===== src/rtl/ssd_pkg.sv =====
// rtl/ssd_pkg.sv - shared seven-segment glyphs, widths and scan-capture state encoding
package ssd_pkg;

  localparam int SEG_W = 7;

  // Active-low abcdefg, bit 6 = a, bit 0 = g
  localparam logic [SEG_W-1:0] GLYPH_0 = 7'b0000001;
  localparam logic [SEG_W-1:0] GLYPH_1 = 7'b1001111;
  localparam logic [SEG_W-1:0] GLYPH_2 = 7'b0010010;
  localparam logic [SEG_W-1:0] GLYPH_3 = 7'b0000110;
  localparam logic [SEG_W-1:0] GLYPH_4 = 7'b1001100;
  localparam logic [SEG_W-1:0] GLYPH_5 = 7'b0100100;
  localparam logic [SEG_W-1:0] GLYPH_6 = 7'b0100000;
  localparam logic [SEG_W-1:0] GLYPH_7 = 7'b0001111;
  localparam logic [SEG_W-1:0] GLYPH_8 = 7'b0000000;
  localparam logic [SEG_W-1:0] GLYPH_9 = 7'b0000100;
  localparam logic [SEG_W-1:0] GLYPH_A = 7'b0001000;
  localparam logic [SEG_W-1:0] GLYPH_B = 7'b1100000;
  localparam logic [SEG_W-1:0] GLYPH_C = 7'b0110001;
  localparam logic [SEG_W-1:0] GLYPH_D = 7'b1000010;
  localparam logic [SEG_W-1:0] GLYPH_E = 7'b0110000;
  localparam logic [SEG_W-1:0] GLYPH_F = 7'b0111000;

  typedef enum logic [1:0] {
    S_BLANK  = 2'd0,
    S_SETTLE = 2'd1,
    S_HELD   = 2'd2
  } state_t;

endpackage


===== src/rtl/ssd_encode.sv =====
// rtl/ssd_encode.sv - inverse glyph table: segment pattern to hex nibble
module ssd_encode
  import ssd_pkg::*;
(
  input  logic [SEG_W-1:0] seg,
  output logic [3:0]       nibble,
  output logic             known
);

  always_comb begin
    nibble = 4'h0;
    known  = 1'b1;
    case (seg)
      GLYPH_0: nibble = 4'h0;
      GLYPH_1: nibble = 4'h1;
      GLYPH_2: nibble = 4'h2;
      GLYPH_3: nibble = 4'h3;
      GLYPH_4: nibble = 4'h4;
      GLYPH_5: nibble = 4'h5;
      GLYPH_6: nibble = 4'h6;
      GLYPH_7: nibble = 4'h7;
      GLYPH_8: nibble = 4'h8;
      GLYPH_9: nibble = 4'h9;
      GLYPH_A: nibble = 4'hA;
      GLYPH_B: nibble = 4'hB;
      GLYPH_C: nibble = 4'hC;
      GLYPH_D: nibble = 4'hD;
      GLYPH_E: nibble = 4'hE;
      GLYPH_F: nibble = 4'hF;
      default: known  = 1'b0;
    endcase
  end

endmodule


===== src/rtl/ssd_scan_capture.sv =====
// rtl/ssd_scan_capture.sv - samples a multiplexed active-low seven-segment bus and rebuilds the hex word
module ssd_scan_capture
  import ssd_pkg::*;
#(
  parameter int DIGITS         = 4,
  parameter int STABLE_CYCLES  = 4,
  parameter int TIMEOUT_CYCLES = 1000000
) (
  input  logic                  clk,
  input  logic                  rst,
  input  logic [SEG_W-1:0]      seg_i,
  input  logic [DIGITS-1:0]     an_i,
  output logic [4*DIGITS-1:0]   value_o,
  output logic                  valid_o,
  output logic                  digit_err_o,
  output logic                  frame_err_o,
  output logic                  timeout_o
);

  localparam int CW = (STABLE_CYCLES > 2) ? $clog2(STABLE_CYCLES) : 1;
  localparam int TW = $clog2(TIMEOUT_CYCLES + 1);
  localparam int IW = (DIGITS > 1) ? $clog2(DIGITS) : 1;
  localparam int LW = $clog2(DIGITS + 1);

  logic [SEG_W-1:0]    seg_q, seg_p;
  logic [DIGITS-1:0]   an_q, an_p;
  state_t              state;
  logic [CW-1:0]       cnt;
  logic [DIGITS-1:0]   mask;
  logic [4*DIGITS-1:0] buffer;
  logic [TW-1:0]       tcnt;

  logic [3:0]          nibble;
  logic                known;
  logic                blank, same, accept, multi;
  logic [LW-1:0]       lows;
  logic [IW-1:0]       idx;

  ssd_encode u_encode (
    .seg    (seg_q),
    .nibble (nibble),
    .known  (known)
  );

  always_comb begin
    lows = '0;
    idx  = '0;
    for (int i = 0; i < DIGITS; i++) begin
      if (!an_q[i]) begin
        lows = lows + 1'b1;
        idx  = IW'(i);
      end
    end
  end

  assign blank = &an_q;
  assign same  = (an_q == an_p) && (seg_q == seg_p);
  assign multi = lows > LW'(1);
  // The sample arriving on this edge is the STABLE_CYCLES-th identical one
  assign accept = (state == S_SETTLE) && !blank && same && (cnt == CW'(STABLE_CYCLES - 2));

  always_ff @(posedge clk) begin
    if (rst) begin
      seg_q       <= '1;
      seg_p       <= '1;
      an_q        <= '1;
      an_p        <= '1;
      state       <= S_BLANK;
      cnt         <= '0;
      mask        <= '0;
      buffer      <= '0;
      tcnt        <= '0;
      value_o     <= '0;
      valid_o     <= 1'b0;
      digit_err_o <= 1'b0;
      frame_err_o <= 1'b0;
      timeout_o   <= 1'b0;
    end else begin
      seg_q       <= seg_i;
      an_q        <= an_i;
      seg_p       <= seg_q;
      an_p        <= an_q;
      valid_o     <= 1'b0;
      digit_err_o <= 1'b0;
      frame_err_o <= 1'b0;
      timeout_o   <= 1'b0;

      case (state)
        S_BLANK: begin
          cnt <= '0;
          if (!blank) state <= S_SETTLE;
        end
        S_SETTLE: begin
          if (blank) begin
            state <= S_BLANK;
            cnt   <= '0;
          end else if (!same) begin
            cnt <= '0;
          end else if (accept) begin
            state <= S_HELD;
            cnt   <= cnt + 1'b1;
          end else begin
            cnt <= cnt + 1'b1;
          end
        end
        S_HELD: begin
          if (blank) begin
            state <= S_BLANK;
            cnt   <= '0;
          end else if (!same) begin
            state <= S_SETTLE;
            cnt   <= '0;
          end
        end
        default: begin
          state <= S_BLANK;
          cnt   <= '0;
        end
      endcase

      if (&mask) begin
        value_o <= buffer;
        valid_o <= 1'b1;
        mask    <= '0;
      end

      // An acceptance always beats a coincident timeout
      if (accept) begin
        tcnt <= '0;
        if (multi) begin
          frame_err_o <= 1'b1;
          mask        <= '0;
          buffer      <= '0;
        end else if (!known) begin
          digit_err_o <= 1'b1;
          mask        <= '0;
        end else begin
          buffer[4*idx +: 4] <= nibble;
          mask[idx]          <= 1'b1;
        end
      end else if ((&mask) || !(|mask)) begin
        tcnt <= '0;
      end else if (tcnt == TW'(TIMEOUT_CYCLES - 1)) begin
        tcnt      <= '0;
        mask      <= '0;
        timeout_o <= 1'b1;
      end else begin
        tcnt <= tcnt + 1'b1;
      end
    end
  end

endmodule


===== config.mk =====
export PLATFORM = sky130hd
export DESIGN_NAME = ssd_scan_capture
export DESIGN_NICKNAME = d
export VERILOG_FILES = /design/src/rtl/ssd_pkg.sv /design/src/rtl/ssd_encode.sv /design/src/rtl/ssd_scan_capture.sv
export SDC_FILE = /design/constraint.sdc
export NUM_CORES = 1
export LEC_CHECK = 0
export ABC_AREA = 1
export CORE_UTILIZATION = 40
export DETAILED_ROUTE_END_ITERATION = 6
export SLEW_MARGIN = 25
export SYNTH_ARGS = -nofsm -noshare
export SYNTH_HDL_FRONTEND = slang
export SYNTH_SLANG_ARGS = --single-unit

===== constraint.sdc =====
create_clock -name clk -period 3.7 [get_ports clk]
set_clock_uncertainty 0.1 [all_clocks]
set_input_delay 0.37 -clock clk [delete_from_list [all_inputs] [get_ports clk]]
set_output_delay 0.37 -clock clk [all_outputs]
set_load 0.01 [all_outputs]

* Yosys cells after proc, flatten, opt, wreduce, memory -nomap -nowiden
Cells that the tools add are included.
** Word-level totals
- Output and inout port bits :: 20
- Input bits :: 13
- Bits in registers :: 86
** Operators by class
- Shifts and indexed selects :: 2
- Reductions and logical operators :: 21
- Muxes and demuxes :: 37
- Magnitude comparators :: 3
- Eq/ne operators :: 25
- Add/sub/neg operators :: 6
- Bitwise logic cells :: 2
** Operators by type and width (number)
- $pmux W4 S15 :: 1
- $eq A7 B6 Y1 const B :: 5
- $neg A4 Y34 :: 1
- $shift A4 B34 Y16 const A :: 1
- $shiftx A4 B34 Y16 :: 1
- $mux W16 :: 2
- $eq A7 B7 Y1 const B :: 4
- $mux W4 :: 7
- $mux W2 :: 12
- $add A20 B1 Y20 const B :: 1
- $eq A20 B20 Y1 const B :: 1
- $bwmux W16 :: 1
- $reduce_or A16 Y1 :: 1
- $eq A7 B3 Y1 const B :: 2
- $eq A7 B4 Y1 const B :: 2
- $reduce_and A4 Y1 :: 3
- $add A3 B1 Y3 const B :: 3
- $mux W3 :: 3
- $ne A3 B3 Y1 const B :: 3
- $mux W1 :: 8
- $reduce_or A4 Y1 :: 2
- $eq A7 B1 Y1 const B :: 1
- $eq A7 B5 Y1 const B :: 1
- $eq A7 B7 Y1 :: 1
- 22 further kinds :: 29

* Longest topological paths before layout
- Word-level depth :: 11
- Depth in mapped cells :: 16

* Cells and area by module
From an unflattened synthesis, not the netlist that was laid out.
** Second synthesis, totals
- Cells, all modules :: 542
- Area total of the unflattened synthesis :: 3962.6 um2
** By module, submodules not included
- ssd_scan_capture :: area an instance 3636.0 um2, times used 1, cells an instance 469
- ssd_encode :: area an instance 326.6 um2, times used 1, cells an instance 73

* Worst setup path before layout
Ideal clock, no wire load.
- Path type :: flip-flop to flip-flop
- Start :: register an_q[1]
- End :: register buffer[12]
- Setup slack :: 1.502 ns
- Library setup time :: 0.113 ns
- Buffers on the path :: 0
- Data arrival time :: 1.985 ns
- Cell stages (with the launch flop) :: 16
- Cells stage by stage :: dfxtp_1 -> inv_2 -> ha_1 -> nand2_1 -> o21a_1 -> inv_1 -> ha_1 -> or2_1 -> nand2_1 -> nand2_1 -> inv_1 -> nand3_4 -> nand3_4 -> nand2_1 -> nand2_1 -> nor2_1
** On the way
- Word-level cells in the longest chain between the ends :: 8
- Elaborated cells between the ends (all ways) :: 24
- Classes of those cells :: 3 x add/sub; 1 x order compare; 1 x eq/ne; 2 x shift; 9 x mux; 8 x reduce/logical
** RTL lines
- start: declaration :: line ssd_scan_capture.sv:26 : logic [DIGITS-1:0] an_q, an_p;
- start signal: assignment :: line ssd_scan_capture.sv:80 : an_q <= an_i;
- $mux W3 or $mux W1 (tied branches) :: line ssd_scan_capture.sv:49 : if (!an_q[i]) begin
- $add A3 B1 Y3 or $mux W2 (tied branches) :: line ssd_scan_capture.sv:50, ssd_scan_capture.sv:49
- $mux W3 or $mux W2 (tied branches) :: line ssd_scan_capture.sv:49
- $add A3 B1 Y3 or $neg A4 Y34 (tied branches) :: line ssd_scan_capture.sv:50, ssd_scan_capture.sv:138
- $mux W3 (tied with other cells) :: line ssd_scan_capture.sv:49
- $gt A3 B1 Y1 or $bwmux W16 (tied branches) :: line ssd_scan_capture.sv:58, ssd_scan_capture.sv:138
- $reduce_bool A2 Y1 (no source line) or $mux W16 (tied branches)
- $reduce_and A2 Y1 (no source line) or $mux W16 (tied branches)
- end signal: indexed assignment :: line ssd_scan_capture.sv:138 : buffer[4*idx +: 4] <= nibble;
- end: declaration :: line ssd_scan_capture.sv:30 : logic [4*DIGITS-1:0] buffer;
Several ways; a longest one is shown, not always the timed one. The select of a mux whose other input is x is not followed.
A chain may end at the register's enable or synchronous reset.

* Final worst setup path
- Start :: register an_q[2]
- End :: register mask[0]
** On the way
- Word-level cells in the longest chain between the ends :: 10
- Elaborated cells between the ends (all ways) :: 22
- Classes of those cells :: 1 x add/sub; 3 x order compare; 1 x eq/ne; 9 x mux; 1 x bitwise; 7 x reduce/logical
** RTL lines
- $mux W2 (2 in series) :: line ssd_scan_capture.sv:49
- $lt A2 B3 Y1 (implied by the code) or $ge A2 B1 Y1 (tied branches) :: line ssd_scan_capture.sv:139 : mask[idx] <= 1'b1;
- $logic_and A1 B1 Y1 (implied by the code) :: line ssd_scan_capture.sv:139
- $mux W1 (implied by the code) :: line ssd_scan_capture.sv:139
- $demux W1 S2 :: line ssd_scan_capture.sv:139
- $or A4 B4 Y4 (no source line)
- $mux W4 :: line ssd_scan_capture.sv:134 : end else if (!known) begin
- $mux W4 :: line ssd_scan_capture.sv:130 : if (multi) begin
- $mux W4 (*) :: line ssd_scan_capture.sv:128 : if (accept) begin
- end signal: assignment :: line ssd_scan_capture.sv:132 : mask <= '0;
- end signal: assignment :: line ssd_scan_capture.sv:136 : mask <= '0;
- end signal: indexed assignment :: line ssd_scan_capture.sv:139
- end: declaration :: line ssd_scan_capture.sv:29 : logic [DIGITS-1:0] mask;
Every way passes the cells marked *; elsewhere a longest branch is shown, timed or not.

==> flow_summary.ini <==
[outcome]
status = finished, final reports clean

[worst_setup_path]
critPathMaxFanout = 21
r2r-start = an_q[2]$_SDFF_PP1_
cp.required_ns = 3.87
crit_start = an_q[2]$_SDFF_PP1_
critPathKind = register to register
critPathLaunchType = register
cp.arrival_ns = 2.69
end_kind = register

[cts]
htree_levels = 3
post_cts_buffers = 0
cts_buffers = 9
clock_sink_count = 86
cts_buffer_depth = 2
cts_tree = yes
clock_latency_ns = 0.36
cts_resized = 0
clk_pin_slew_worst_paths_ns = 0.10
cts-hold-fix-buffers = 0
clock_tree.root_cell = clkbuf_8

[global_routing]
grt_pass1_vias = 3318
grt_pass1_wl_um = 14400
antenna_found_initial = 0
overflow = 0
grt_max_degree = 22
track_usage_pct = 17.8

[floorplan]
die_h_um = 102
start_util_pct = 41.0
io-pin-count = 33
fp.dieArea_mm2 = 0.0103
core_area_mm2 = 0.00968
die_x_um = 102
core.rowCount = 36

[route]
routedWlPerCell_um = 11.3
drtPass1Iterations = 4
wirelength_um = 8170
vias = 3363
vias_per_cell = 4.65
drtAntennaViolNets = 0
route.detailed.drc = 0
first_iter_violations = 111

[final_layout]
fillerInstances = 971
fin_util_pct = 47.6
final_nets = 603
design_area_mm2 = 0.00461
diodes = 0
drive_gt1_share_pct = 10.8
areaGrowthSynthToFinish_pct = 16.1

[timing]
finalSetupTns_ns = 0
max_freq_ghz = 0.396
fin_crit_sh_pct = 68.2
final-max-slew-violation-count = 0
fin_crit_ns = 2.53
worst_slack_ns = 1.18
rsz0062_at_grt = false
finalHoldViolCount = 0
hold_slack_ns = 0.348
tightest_slew_ns = 0.904
setup_viol = 0
worst_slew_margin_rel_pct = 39.5

[synth]
synth.avg_cell_area_um2 = 7.19
netlist_area_mm2 = 0.00397
ys_seq_area_share_pct = 43.3
ys_seq_elements = 86
syn_inst = 553
synth_edf_count = 0
yosysWarnings = 0
async_reset_ff_share_pct = 0
synth_nets = 571
synth_cell_type_count = 34
synth_ff_type = dfxtp_1

[power_and_ir_drop]
powerDensity_mw_per_mm2 = 372
vdd_drop_max_uv = 185
leakagePower_uw = 0.00197

[hold_path]
hold_class = register to register
holdCritStartpoint = tcnt[0]$_SDFF_PP0_

[job]
drv_cap = 0

[place]
placed_area_mm2 = 0.00442
place_ws_ns = 0.769
place_congestion = 0.839
dpl.hpwl_um = 6080
port_buffers = 32
-- cell usage in the layout (no fill, tap or decap), drive strengths merged, types with 2 or more instances in the layout --
master,instances
clkinv,4
a22o,12
or2,16
nor2,87
buf,2
nand2,158
o21a,2
nand4,11
nor3b,4
xnor2,8
inv,69
dfxtp,86
ha,5
a21oi,25
nor3,13
clkbuf,9
o21ai,5
clkdlybuf4s50,32
nand3,35
xor2,4
-- synth_stat cells, types with 2 or more instances --
library cell  count  area, um^2
dfxtp_1          86        1720
nor2_4            2        22.5
nor3b_1           4        30.0
o21a_1            2        15.0
nor3_1           13        65.1
a22o_1           12         105
buf_2             5        25.0
nand4_1          10        62.6
clkbuf_1          7        26.3
inv_2            11        41.3
inv_1            54         203
nand2_1         157         589
xor2_1            4        35.0
nand3_2           3        30.0
nor2_1           75         282
nand3_1          29         145
or2_2            14        87.6
nor2_2            9        56.3
xnor2_1           8        70.1
o21ai_0           5        25.0
ha_1              5        62.6
nand3_4           3        52.6
a21oi_1          24         120
-- cell families (layout without fill, tap and decap cells) --
kind of cell	after synthesis	after routing	synth area share, %
and+or+nand+nor	326	326	37.7
DFF	86	86	43.3
buffers and inverters	79	116	7.71
AOI/OAI and AO/OA	45	45	7.08
xor gates and xnor gates	12	12	2.64
adders and majority gates	5	5	1.57
-- final timing paths --
kind,end,slack [ns],cells past startpoint
min,tcnt[0]$_SDFF_PP0_,0.35,1
min reg2reg,tcnt[0]$_SDFF_PP0_,0.35,1
max reg2reg,mask[0]$_SDFF_PP0_,1.18,9
max,mask[0]$_SDFF_PP0_,1.18,9
-- state kept, by name, summed over array words and instances, names as in the netlist, 2 cells and up --
name and count:
mask 4, buffer 16, seg_p 7, value_o 16, an_p 4, state 2, cnt 2, an_q 4
seg_q 7, tcnt 20
-- worst max-delay path, cell delays in order (launching register included) --
cell and delay (ns):
dfxtp_1 0.53, inv_2 0.09, nand2_1 0.08, nand4_1 0.13
nor2_2 0.25, nand4_4 0.21, nand4_1 0.63, nand2_1 0.24
nand2_1 0.13, nand2_1 0.05
-- area by class of cell --
type | instances | area, um^2 | area share (%)
timing repair buffer | 34 | 335 | 7.27
clock inverter | 7 | 73.8 | 1.60
inverter | 66 | 248 | 5.37
clock buffer | 9 | 124 | 2.68
tap | 133 | 166 | 3.61
sequential | 86 | 1720 | 37.3
multi-input combinational | 388 | 1950 | 42.2
-- report_power, final --
| group | total, uW | switching (uW) | internal (uW) |
|---|---|---|---|
| combinational | 114 | 71.2 | 42.6 |
| sequential | 951 | 13.1 | 937 |
| clock | 653 | 387 | 266 |
| total | 1720 | 471 | 1250 |
-- metal layers --
metal	vias up	wire, um	track usage (%)
met3	5	225	3.17
li1	1806	-	-
met1	1516	4100	22.2
met5	-	0	0
met4	0	65	6.69
met2	36	3780	30.4
-- stage by stage --
| stage | cells | total power (uW) |
|---|---|---|
| 3_5_place_dp | 707 | 1090 |
| 3_3_place_gp | 707 | 1080 |
| 5_1_grt | 723 | 1800 |
| 6_report | 723 | 1720 |
| 2_1_floorplan | 553 | 1050 |
| 4_1_cts | 723 | 1740 |
Note: power is estimated with default switching activity, not from simulation.
